### src/rtl/proximity_regfile_arbiter_if.sv
// Host-side and register-file-side signals of the proximity register-file arbiter.
// The arbiter connects through the slave modport; the surrounding logic drives the master side.
interface proximity_regfile_arbiter_if #(
  parameter int ADDR_WIDTH = 6,
  parameter int DATA_WIDTH = 32
);
  logic                  m0_req;
  logic                  m0_we;
  logic [ADDR_WIDTH-1:0] m0_addr;
  logic [DATA_WIDTH-1:0] m0_wdata;
  logic                  m0_ack;
  logic [DATA_WIDTH-1:0] m0_rdata;
  logic                  m0_err;

  logic                  m1_req;
  logic                  m1_we;
  logic [ADDR_WIDTH-1:0] m1_addr;
  logic [DATA_WIDTH-1:0] m1_wdata;
  logic                  m1_ack;
  logic [DATA_WIDTH-1:0] m1_rdata;
  logic                  m1_err;

  logic                  reg_write;
  logic                  reg_read;
  logic [ADDR_WIDTH-1:0] reg_addr;
  logic [DATA_WIDTH-1:0] reg_wdata;
  logic [DATA_WIDTH-1:0] reg_rdata;
  logic                  reg_ready;
  logic                  reg_error;

  logic                  busy;
  logic                  grant_id;
  logic                  timeout_pulse;

  modport slave (
    input  m0_req, m0_we, m0_addr, m0_wdata,
    input  m1_req, m1_we, m1_addr, m1_wdata,
    input  reg_rdata, reg_ready, reg_error,
    output m0_ack, m0_rdata, m0_err,
    output m1_ack, m1_rdata, m1_err,
    output reg_write, reg_read, reg_addr, reg_wdata,
    output busy, grant_id, timeout_pulse
  );

  modport master (
    output m0_req, m0_we, m0_addr, m0_wdata,
    output m1_req, m1_we, m1_addr, m1_wdata,
    output reg_rdata, reg_ready, reg_error,
    input  m0_ack, m0_rdata, m0_err,
    input  m1_ack, m1_rdata, m1_err,
    input  reg_write, reg_read, reg_addr, reg_wdata,
    input  busy, grant_id, timeout_pulse
  );
endinterface

### src/rtl/proximity_regfile_arbiter.sv
// Round-robin arbiter sharing one register-file port between a host and a config sequencer,
// with a bounded wait on the register file and fully registered outputs.
module proximity_regfile_arbiter #(
  parameter int ADDR_WIDTH = 6,
  parameter int DATA_WIDTH = 32,
  parameter int TIMEOUT    = 15
) (
  input  logic                       clock,
  input  logic                       reset,
  proximity_regfile_arbiter_if.slave bus
);

  typedef enum logic [1:0] {S_IDLE, S_ISSUE, S_WAIT, S_RESP} state_t;

  localparam logic [7:0] TIMEOUT_CNT = 8'(TIMEOUT);

  state_t                state;
  state_t                next_state;
  logic [7:0]            wait_cnt;
  logic                  last_grant;
  logic                  latch;
  logic                  winner;
  logic                  done;
  logic                  timed_out;
  logic                  win_we;
  logic [ADDR_WIDTH-1:0] win_addr;
  logic [DATA_WIDTH-1:0] win_wdata;

  // NOTE: every signal written here gets a default first, so no path can leave it unassigned and infer a latch.
  always_comb begin
    next_state = state;
    latch      = 1'b0;
    winner     = 1'b0;
    done       = 1'b0;
    timed_out  = 1'b0;
    case (state)
      S_IDLE: begin
        if (bus.m0_req || bus.m1_req) begin
          latch      = 1'b1;
          next_state = S_ISSUE;
          // Under contention the master not served last time wins.
          if (bus.m0_req && bus.m1_req) winner = ~last_grant;
          else                          winner = bus.m1_req;
        end
      end
      S_ISSUE: next_state = S_WAIT;
      S_WAIT: begin
        if (bus.reg_ready) begin
          done       = 1'b1;
          next_state = S_RESP;
        end else if (wait_cnt == TIMEOUT_CNT) begin
          done       = 1'b1;
          timed_out  = 1'b1;
          next_state = S_RESP;
        end
      end
      S_RESP:  next_state = S_IDLE;
      default: next_state = S_IDLE;
    endcase
  end

  assign win_we    = winner ? bus.m1_we    : bus.m0_we;
  assign win_addr  = winner ? bus.m1_addr  : bus.m0_addr;
  assign win_wdata = winner ? bus.m1_wdata : bus.m0_wdata;

  // NOTE: flops use non-blocking assignments so every register samples pre-edge values regardless of statement order.
  always_ff @(posedge clock or posedge reset) begin
    if (reset) state <= S_IDLE;
    else       state <= next_state;
  end

  // Outputs are set on the edge that enters the state they belong to, so they line up with that state.
  always_ff @(posedge clock or posedge reset) begin
    if (reset) begin
      bus.reg_write     <= 1'b0;
      bus.reg_read      <= 1'b0;
      bus.reg_addr      <= '0;
      bus.reg_wdata     <= '0;
      bus.m0_ack        <= 1'b0;
      bus.m0_rdata      <= '0;
      bus.m0_err        <= 1'b0;
      bus.m1_ack        <= 1'b0;
      bus.m1_rdata      <= '0;
      bus.m1_err        <= 1'b0;
      bus.busy          <= 1'b0;
      bus.grant_id      <= 1'b0;
      bus.timeout_pulse <= 1'b0;
      wait_cnt          <= '0;
      last_grant        <= 1'b1;
    end else begin
      bus.reg_write     <= 1'b0;
      bus.reg_read      <= 1'b0;
      bus.m0_ack        <= 1'b0;
      bus.m1_ack        <= 1'b0;
      bus.timeout_pulse <= 1'b0;
      bus.busy          <= (next_state != S_IDLE);

      if (latch) begin
        bus.grant_id  <= winner;
        bus.reg_addr  <= win_addr;
        bus.reg_wdata <= win_wdata;
        bus.reg_write <= win_we;
        bus.reg_read  <= ~win_we;
      end

      if (state == S_ISSUE) begin
        wait_cnt <= '0;
      end else if (state == S_WAIT && !bus.reg_ready && !timed_out) begin
        wait_cnt <= wait_cnt + 8'd1;
      end

      if (done) begin
        bus.timeout_pulse <= timed_out;
        if (bus.grant_id) begin
          bus.m1_ack   <= 1'b1;
          bus.m1_rdata <= timed_out ? '0 : bus.reg_rdata;
          bus.m1_err   <= timed_out | bus.reg_error;
        end else begin
          bus.m0_ack   <= 1'b1;
          bus.m0_rdata <= timed_out ? '0 : bus.reg_rdata;
          bus.m0_err   <= timed_out | bus.reg_error;
        end
      end

      if (state == S_RESP) last_grant <= bus.grant_id;
    end
  end

endmodule

### src/flat_wrapper.sv
// flat-port wrapper written by rule: the top's interface ports become plain ports
module proximity_regfile_arbiter_flat 
#(
  parameter int ADDR_WIDTH = 6,
  parameter int DATA_WIDTH = 32,
  parameter int TIMEOUT    = 15
)
  (clock, reset, bus_m0_req, bus_m0_we, bus_m0_addr, bus_m0_wdata, bus_m1_req, bus_m1_we, bus_m1_addr, bus_m1_wdata, bus_reg_rdata, bus_reg_ready, bus_reg_error, bus_m0_ack, bus_m0_rdata, bus_m0_err, bus_m1_ack, bus_m1_rdata, bus_m1_err, bus_reg_write, bus_reg_read, bus_reg_addr, bus_reg_wdata, bus_busy, bus_grant_id, bus_timeout_pulse);
  proximity_regfile_arbiter_if #(.ADDR_WIDTH(ADDR_WIDTH), .DATA_WIDTH(DATA_WIDTH)) bus_i ();
  input  logic clock;
  input  logic reset;
  input wire logic [$bits(bus_i.m0_req)-1:0] bus_m0_req;
  input wire logic [$bits(bus_i.m0_we)-1:0] bus_m0_we;
  input wire logic [$bits(bus_i.m0_addr)-1:0] bus_m0_addr;
  input wire logic [$bits(bus_i.m0_wdata)-1:0] bus_m0_wdata;
  input wire logic [$bits(bus_i.m1_req)-1:0] bus_m1_req;
  input wire logic [$bits(bus_i.m1_we)-1:0] bus_m1_we;
  input wire logic [$bits(bus_i.m1_addr)-1:0] bus_m1_addr;
  input wire logic [$bits(bus_i.m1_wdata)-1:0] bus_m1_wdata;
  input wire logic [$bits(bus_i.reg_rdata)-1:0] bus_reg_rdata;
  input wire logic [$bits(bus_i.reg_ready)-1:0] bus_reg_ready;
  input wire logic [$bits(bus_i.reg_error)-1:0] bus_reg_error;
  output wire logic [$bits(bus_i.m0_ack)-1:0] bus_m0_ack;
  output wire logic [$bits(bus_i.m0_rdata)-1:0] bus_m0_rdata;
  output wire logic [$bits(bus_i.m0_err)-1:0] bus_m0_err;
  output wire logic [$bits(bus_i.m1_ack)-1:0] bus_m1_ack;
  output wire logic [$bits(bus_i.m1_rdata)-1:0] bus_m1_rdata;
  output wire logic [$bits(bus_i.m1_err)-1:0] bus_m1_err;
  output wire logic [$bits(bus_i.reg_write)-1:0] bus_reg_write;
  output wire logic [$bits(bus_i.reg_read)-1:0] bus_reg_read;
  output wire logic [$bits(bus_i.reg_addr)-1:0] bus_reg_addr;
  output wire logic [$bits(bus_i.reg_wdata)-1:0] bus_reg_wdata;
  output wire logic [$bits(bus_i.busy)-1:0] bus_busy;
  output wire logic [$bits(bus_i.grant_id)-1:0] bus_grant_id;
  output wire logic [$bits(bus_i.timeout_pulse)-1:0] bus_timeout_pulse;
  assign bus_i.m0_req = bus_m0_req;
  assign bus_i.m0_we = bus_m0_we;
  assign bus_i.m0_addr = bus_m0_addr;
  assign bus_i.m0_wdata = bus_m0_wdata;
  assign bus_i.m1_req = bus_m1_req;
  assign bus_i.m1_we = bus_m1_we;
  assign bus_i.m1_addr = bus_m1_addr;
  assign bus_i.m1_wdata = bus_m1_wdata;
  assign bus_i.reg_rdata = bus_reg_rdata;
  assign bus_i.reg_ready = bus_reg_ready;
  assign bus_i.reg_error = bus_reg_error;
  assign bus_m0_ack = bus_i.m0_ack;
  assign bus_m0_rdata = bus_i.m0_rdata;
  assign bus_m0_err = bus_i.m0_err;
  assign bus_m1_ack = bus_i.m1_ack;
  assign bus_m1_rdata = bus_i.m1_rdata;
  assign bus_m1_err = bus_i.m1_err;
  assign bus_reg_write = bus_i.reg_write;
  assign bus_reg_read = bus_i.reg_read;
  assign bus_reg_addr = bus_i.reg_addr;
  assign bus_reg_wdata = bus_i.reg_wdata;
  assign bus_busy = bus_i.busy;
  assign bus_grant_id = bus_i.grant_id;
  assign bus_timeout_pulse = bus_i.timeout_pulse;
  proximity_regfile_arbiter #(.ADDR_WIDTH(ADDR_WIDTH), .DATA_WIDTH(DATA_WIDTH), .TIMEOUT(TIMEOUT)) u_core (.clock(clock), .reset(reset), .bus(bus_i));
endmodule
### config.mk
export PLATFORM = sky130hd
export DESIGN_NAME = proximity_regfile_arbiter_flat
export DESIGN_NICKNAME = d
export VERILOG_FILES = /design/src/rtl/proximity_regfile_arbiter_if.sv /design/src/rtl/proximity_regfile_arbiter.sv /design/src/flat_wrapper.sv
export SDC_FILE = /design/constraint.sdc
export NUM_CORES = 1
export LEC_CHECK = 0
export ABC_AREA = 1
export CORE_ASPECT_RATIO = 0.9
export CORE_UTILIZATION = 43
export DETAILED_ROUTE_END_ITERATION = 6
export HOLD_SLACK_MARGIN = 0.08
export MAX_ROUTING_LAYER = met4
export PLACE_DENSITY = 0.81
export SLEW_MARGIN = 40
export SYNTH_ARGS = -nofsm -noshare
export SYNTH_HDL_FRONTEND = slang
export SYNTH_SLANG_ARGS = --single-unit
### constraint.sdc
create_clock -name clock -period 5.8 [get_ports clock]
set_input_delay 1.16 -clock clock [delete_from_list [all_inputs] [get_ports clock]]
set_output_delay 1.16 -clock clock [all_outputs]
set_load 0.05 [all_outputs]
# Word-level counts from Yosys, hierarchy flattened
# Cells that the tools add are included.
[word_totals]
ff_bits = 122
word_cells = 63
[classes]
n_addsub = 1
n_eq_ne = 4
mux = 27
n_bitwise = 4
reduce_logical = 11
[ops]
columns = ["op", "n"]
rows = [
  ["32-bit two-way mux", 2],
  ["1-bit two-way mux", 18],
  ["8-bit two-way mux", 2],
  ["8-bit by 1-bit adder with 8-bit output, second input constant", 1],
  ["8-bit by 4-bit equality test with 1-bit output, second input constant", 1],
  ["2-bit case mux with 4 select lines", 1],
  ["2-bit two-way mux", 3],
  ["6-bit two-way mux", 1],
  ["2-bit equality test, second input constant", 2],
  ["2-bit AND reduction", 2],
  ["2-bit nonzero test", 2],
  ["1-bit logical AND", 3],
  ["1-bit inverter", 3],
  ["2-bit by 1-bit equality test with 1-bit output, second input constant", 1],
  ["1-bit zero test", 2],
  ["2-bit zero test", 1],
  ["1-bit logical OR", 1],
  ["1-bit OR", 1],
]

# Depth between registers and ports, before layout
[logic_depth]
word_depth = 8
depth_mapped = 10
depth_no_buf = 8

# Worst setup path before layout
# Ideal clock, no wire load.
[synth_path]
path_type = "input-to-reg"
startpoint = "input port bus_m0_req"
endpoint = "register u_core.bus.reg_addr[0]"
arrival_ps = 1946
t_required_ps = 5723
path_slack_ps = 3777
cell_stages = 7
n_path_buf = 2
cell_sequence = "nand2_1 > nand3_1 > inv_1 > buf_2 > buf_2 > nand2_1 > a21oi_1"
[synth_via]
elab_chain_cells = 5
elab_cells_between_ends = 8
cone_classes = "6 x mux; 2 x reduce/logical"
[synth_rtl]
columns = ["item", "line_no", "source"]
rows = [
  ["from (decl)", "flat_wrapper.sv:12", "input wire logic [$bits(bus_i.m0_req)-1:0] bus_m0_req;"],
  ["1-bit logical AND", "proximity_regfile_arbiter.sv:42", "if (bus.m0_req && bus.m1_req) winner = ~last_grant;"],
  ["1-bit two-way mux", "proximity_regfile_arbiter.sv:42", ""],
  ["1-bit two-way mux", "proximity_regfile_arbiter.sv:38", "if (bus.m0_req || bus.m1_req) begin"],
  ["1-bit two-way mux", "proximity_regfile_arbiter.sv:36", "case (state)"],
  ["6-bit two-way mux", "proximity_regfile_arbiter.sv:63", "assign win_addr = winner ? bus.m1_addr : bus.m0_addr;"],
  ["to (signal assigned)", "proximity_regfile_arbiter.sv:100", "bus.reg_addr <= win_addr;"],
  ["to (decl)", "proximity_regfile_arbiter_if.sv:41", "output reg_write, reg_read, reg_addr, reg_wdata,"],
]
# Parallel ways exist; a longest one is shown, timed or not.
# A chain may end at the register's enable or synchronous reset.

# Worst setup path after layout
[layout_path]
startpoint = "register u_core.bus.grant_id"
endpoint = "output port bus_grant_id"
[layout_rtl]
columns = ["item", "line_no", "source"]
rows = [
  ["from (decl)", "proximity_regfile_arbiter_if.sv:42", "output busy, grant_id, timeout_pulse"],
  ["from (signal assigned)", "proximity_regfile_arbiter.sv:99", "bus.grant_id <= winner;"],
  ["to (decl)", "flat_wrapper.sv:34", "output wire logic [$bits(bus_i.grant_id)-1:0] bus_grant_id;"],
]
# No word-level cell between the ends.

==> results.toml <==
[critical_path]
slowest_stage = "clkdlybuf4s50_1"
path_cells = "buf_4 > clkdlybuf4s50_1"
end_kind = "output pin"
crit_path_start = "u_core.bus.grant_id$_DFFE_PP0P_"
ff2ff_path_depth = 5
startpoint_type = "register"
worstReg2RegStart = "u_core.state[0]$_DFF_PP0_"
r2r_end = "u_core.bus.m1_rdata[13]$_DFFE_PP0P_"
cp.arrival_ns = 2.00
r2r_slack_ns = 3.20
max_stage_delay_ns = 0.89
crit_fanout = 36
worstPathRequired_ns = 4.64
worstSetupPathType = "register to output pin"
crit_end = "bus_grant_id"

[synth]
ys_seq_area_share_pct = 56.6
ys_warn_count = 0
synth_mux_area_share_pct = 0
syn_inst = 611
synthesis.area_um2 = 5400
synth-simple-area-share_pct = 26.6
synthAdderAreaFrac_pct = 1.39
syn-num-nets = 733
synth_top_family_by_area = "simple AND/OR/NAND/NOR gates"
synth.distinct_cells = 29
syn_area_per_cell_um2 = 8.83
ys_ff_latch = 122
synth_xor_area_share_pct = 0.162
synth-compound-area-share_pct = 9.44

[floorplan]
pin_count = 227
row_count = 38
die_h_um = 108
die_x_um = 120
initial_utilization_pct = 44.5
core_um2 = 12100
dieArea_um2 = 13000

[drt]
routed_via_density = 5.37
ant_nets = 0
drt_wl_total_um = 16700
post_drt_wl_per_cell_um = 16.9
vias = 5306
drt_first_iter_violations = 445
first_pass_iters = 5
drc = 0

[run_status]
status = "completed"

[power_and_ir_drop]
power_frac_seq_pct = 25.7
p_clk_share_pct = 21.3
p_int_mw = 3.02
p_sw_mw = 2.75
sw_frac_of_total_pct = 47.7
power_frac_comb_pct = 53.1
p_leak_nw = 3.76
ir_drop_uv = 394
pwr_density_cell_nw_per_um2 = 690

[finish]
final_common_cell = "clkdlybuf4s50_1"
fin_nets = 938
final_cell_mix = "clkdlybuf4s50_1, nand2_1, dfrtp_1, a21oi_1, nand4_1"
diodes = 0
drive_above_1_share_pct = 6.76
finalNonFillerCells = 988
area_growth_pct = 54.9
n_fill_cell = 910

[clock_network]
clock_sinks = 122
cts.clk_slew.worst_paths_ns = 0.05
insertion_delay_ns = 0.42
cts_buffers = 17
cts_resized = 0
cts_setup_buffers = 0
ctsHoldBuffers = 0
cts_root_buffer = "clkbuf_16"
clk_path_buf_depth = 2
cts_max_level = 4
cts_tree = "done"

[flow_run]
cap_viol_max_count = 0

[global_routing]
grt_pass1_wl_um = 26400
grt_max_degree = 80
overflow = 0
grtUsageTotal_pct = 27.4
first_global_vias = 5273
antenna_found_initial = 0

[timing]
final_hold_viol_count = 0
fin_tns_setup_ns = 0
grt_setup_unrepaired = "no"
worst_slew_pin_slew_ns = 0.808
timing.fmax_mhz = 316
maxSlewHeadroom_pct = 46.1
fin_skew_ns = 0.00571
slew_violations = 0
layout_min_cycle_time_ns = 3.16
fin_crit_sh_pct = 54.5
setup_violations = 0

[place]
dp_cells = 957
numPortBuffers = 226
place_hpwl_um = 11300
gp_congestion = 0.904

[worst_hold_path]
min_path_cells = 2
hold_path_class = "register to register"
[layer usage]
metal | global-route usage (%) | part of all wire, % | vias to the layer above
met3 | 7.70 | 8.8 | 38
met1 | 32.8 | 40 | 2539
met4 | 12.3 | 2.8 | 0
met5 | - | 0 | -
met2 | 43.2 | 48 | 277
li1 | - | - | 2452
[cells by family (layout without fill, tap and decap cells)]
kind of cell / Yosys count / after routing
flops: 122 / 122
buf+inv: 65 / 282
simple gates: 325 / 325
compound gates: 92 / 92
fa+ha+maj: 6 / 6
xor+xnor: 1 / 1
[state kept, by name, indices dropped and copies added (netlist names)]
register,count
u_core.bus.reg_addr,6
u_core.state,2
u_core.bus.timeout_pulse,1
u_core.bus.reg_wdata,32
u_core.wait_cnt,8
u_core.bus.busy,1
u_core.bus.m0_ack,1
u_core.bus.m0_rdata,32
u_core.bus.reg_read,1
u_core.last_grant,1
u_core.bus.m1_ack,1
u_core.bus.m1_err,1
u_core.bus.m1_rdata,32
u_core.bus.grant_id,1
u_core.bus.m0_err,1
u_core.bus.reg_write,1
[synthesized netlist by cell type, drive strengths merged]
cell    number  area [um^2]
nand2      190          713
dfrtp      121         3030
a21oi       80          423
nand4       67          419
nor2        49          189
clkbuf      24         90.1
buf         21          146
inv         20         75.1
nand3       14         85.1
o21ai        9         52.6
ha           6         75.1
or2          3         18.8
a21boi       1         7.51
and2         1         6.26
dfstp        1         26.3
nor3         1         5.00
o21bai       1         18.8
o31ai        1         7.51
xor2         1         8.76
[cell type report]
type / instances / area [um^2] / area share [%]
Tap cell: 160 / 200 / 2.39
Sequential cell: 122 / 3050 / 36.5
Inverter: 20 / 80.1 / 0.958
Clock buffer: 20 / 467 / 5.58
Clock inverter: 11 / 215 / 2.57
Timing Repair Buffer: 231 / 2300 / 27.5
Multi-Input combinational cell: 424 / 2050 / 24.5
[power groups by stage]
| stage | Sequential (mW) | Clock (mW) | Combinational (mW) |
|---|---|---|---|
| final | 1.48 | 1.23 | 3.06 |
| after global routing | 1.52 | 1.28 | 3.24 |
| after CTS | 1.48 | 1.24 | 3.07 |
| after detailed placement | 1.48 | 0 | 3.06 |
| after global placement | 1.47 | 0 | 2.99 |
| after floorplan | 2.67 | 0 | 0.822 |
[critical path, delay by kind of cell (launching register included)]
family	cells	cell delay [ns]
buf+inv	2	1.27
flops	1	0.32
[through the flow]
stage	hold slack (ns)	utilization [%]	worst slack (ns)	total power, mW	area, um^2
floorplan	0.481	-	1.40	3.50	5400
global placement	0.454	63.2	2.32	4.47	7660
detailed placement	0.460	63.3	2.72	4.54	7680
CTS	0.474	68.9	2.63	5.78	8360
global route	0.489	68.9	2.57	6.04	8360
finish	0.469	68.9	2.64	5.77	8360
[worst min-delay path by stage]
stage               slack (ns)                                 from                                  end
floorplan                 0.48        u_core.last_grant$_DFFE_PP1N_        u_core.last_grant$_DFFE_PP1N_
global placement          0.45   u_core.bus.m0_rdata[0]$_DFFE_PP0P_   u_core.bus.m0_rdata[0]$_DFFE_PP0P_
global route              0.49   u_core.bus.m1_rdata[2]$_DFFE_PP0P_   u_core.bus.m1_rdata[2]$_DFFE_PP0P_
detailed placement        0.46   u_core.bus.m1_rdata[2]$_DFFE_PP0P_   u_core.bus.m1_rdata[2]$_DFFE_PP0P_
CTS                       0.47   u_core.bus.m1_rdata[2]$_DFFE_PP0P_   u_core.bus.m1_rdata[2]$_DFFE_PP0P_
finish                    0.47  u_core.bus.m1_rdata[19]$_DFFE_PP0P_  u_core.bus.m1_rdata[19]$_DFFE_PP0P_
Note: power is estimated with default switching activity, not from simulation.
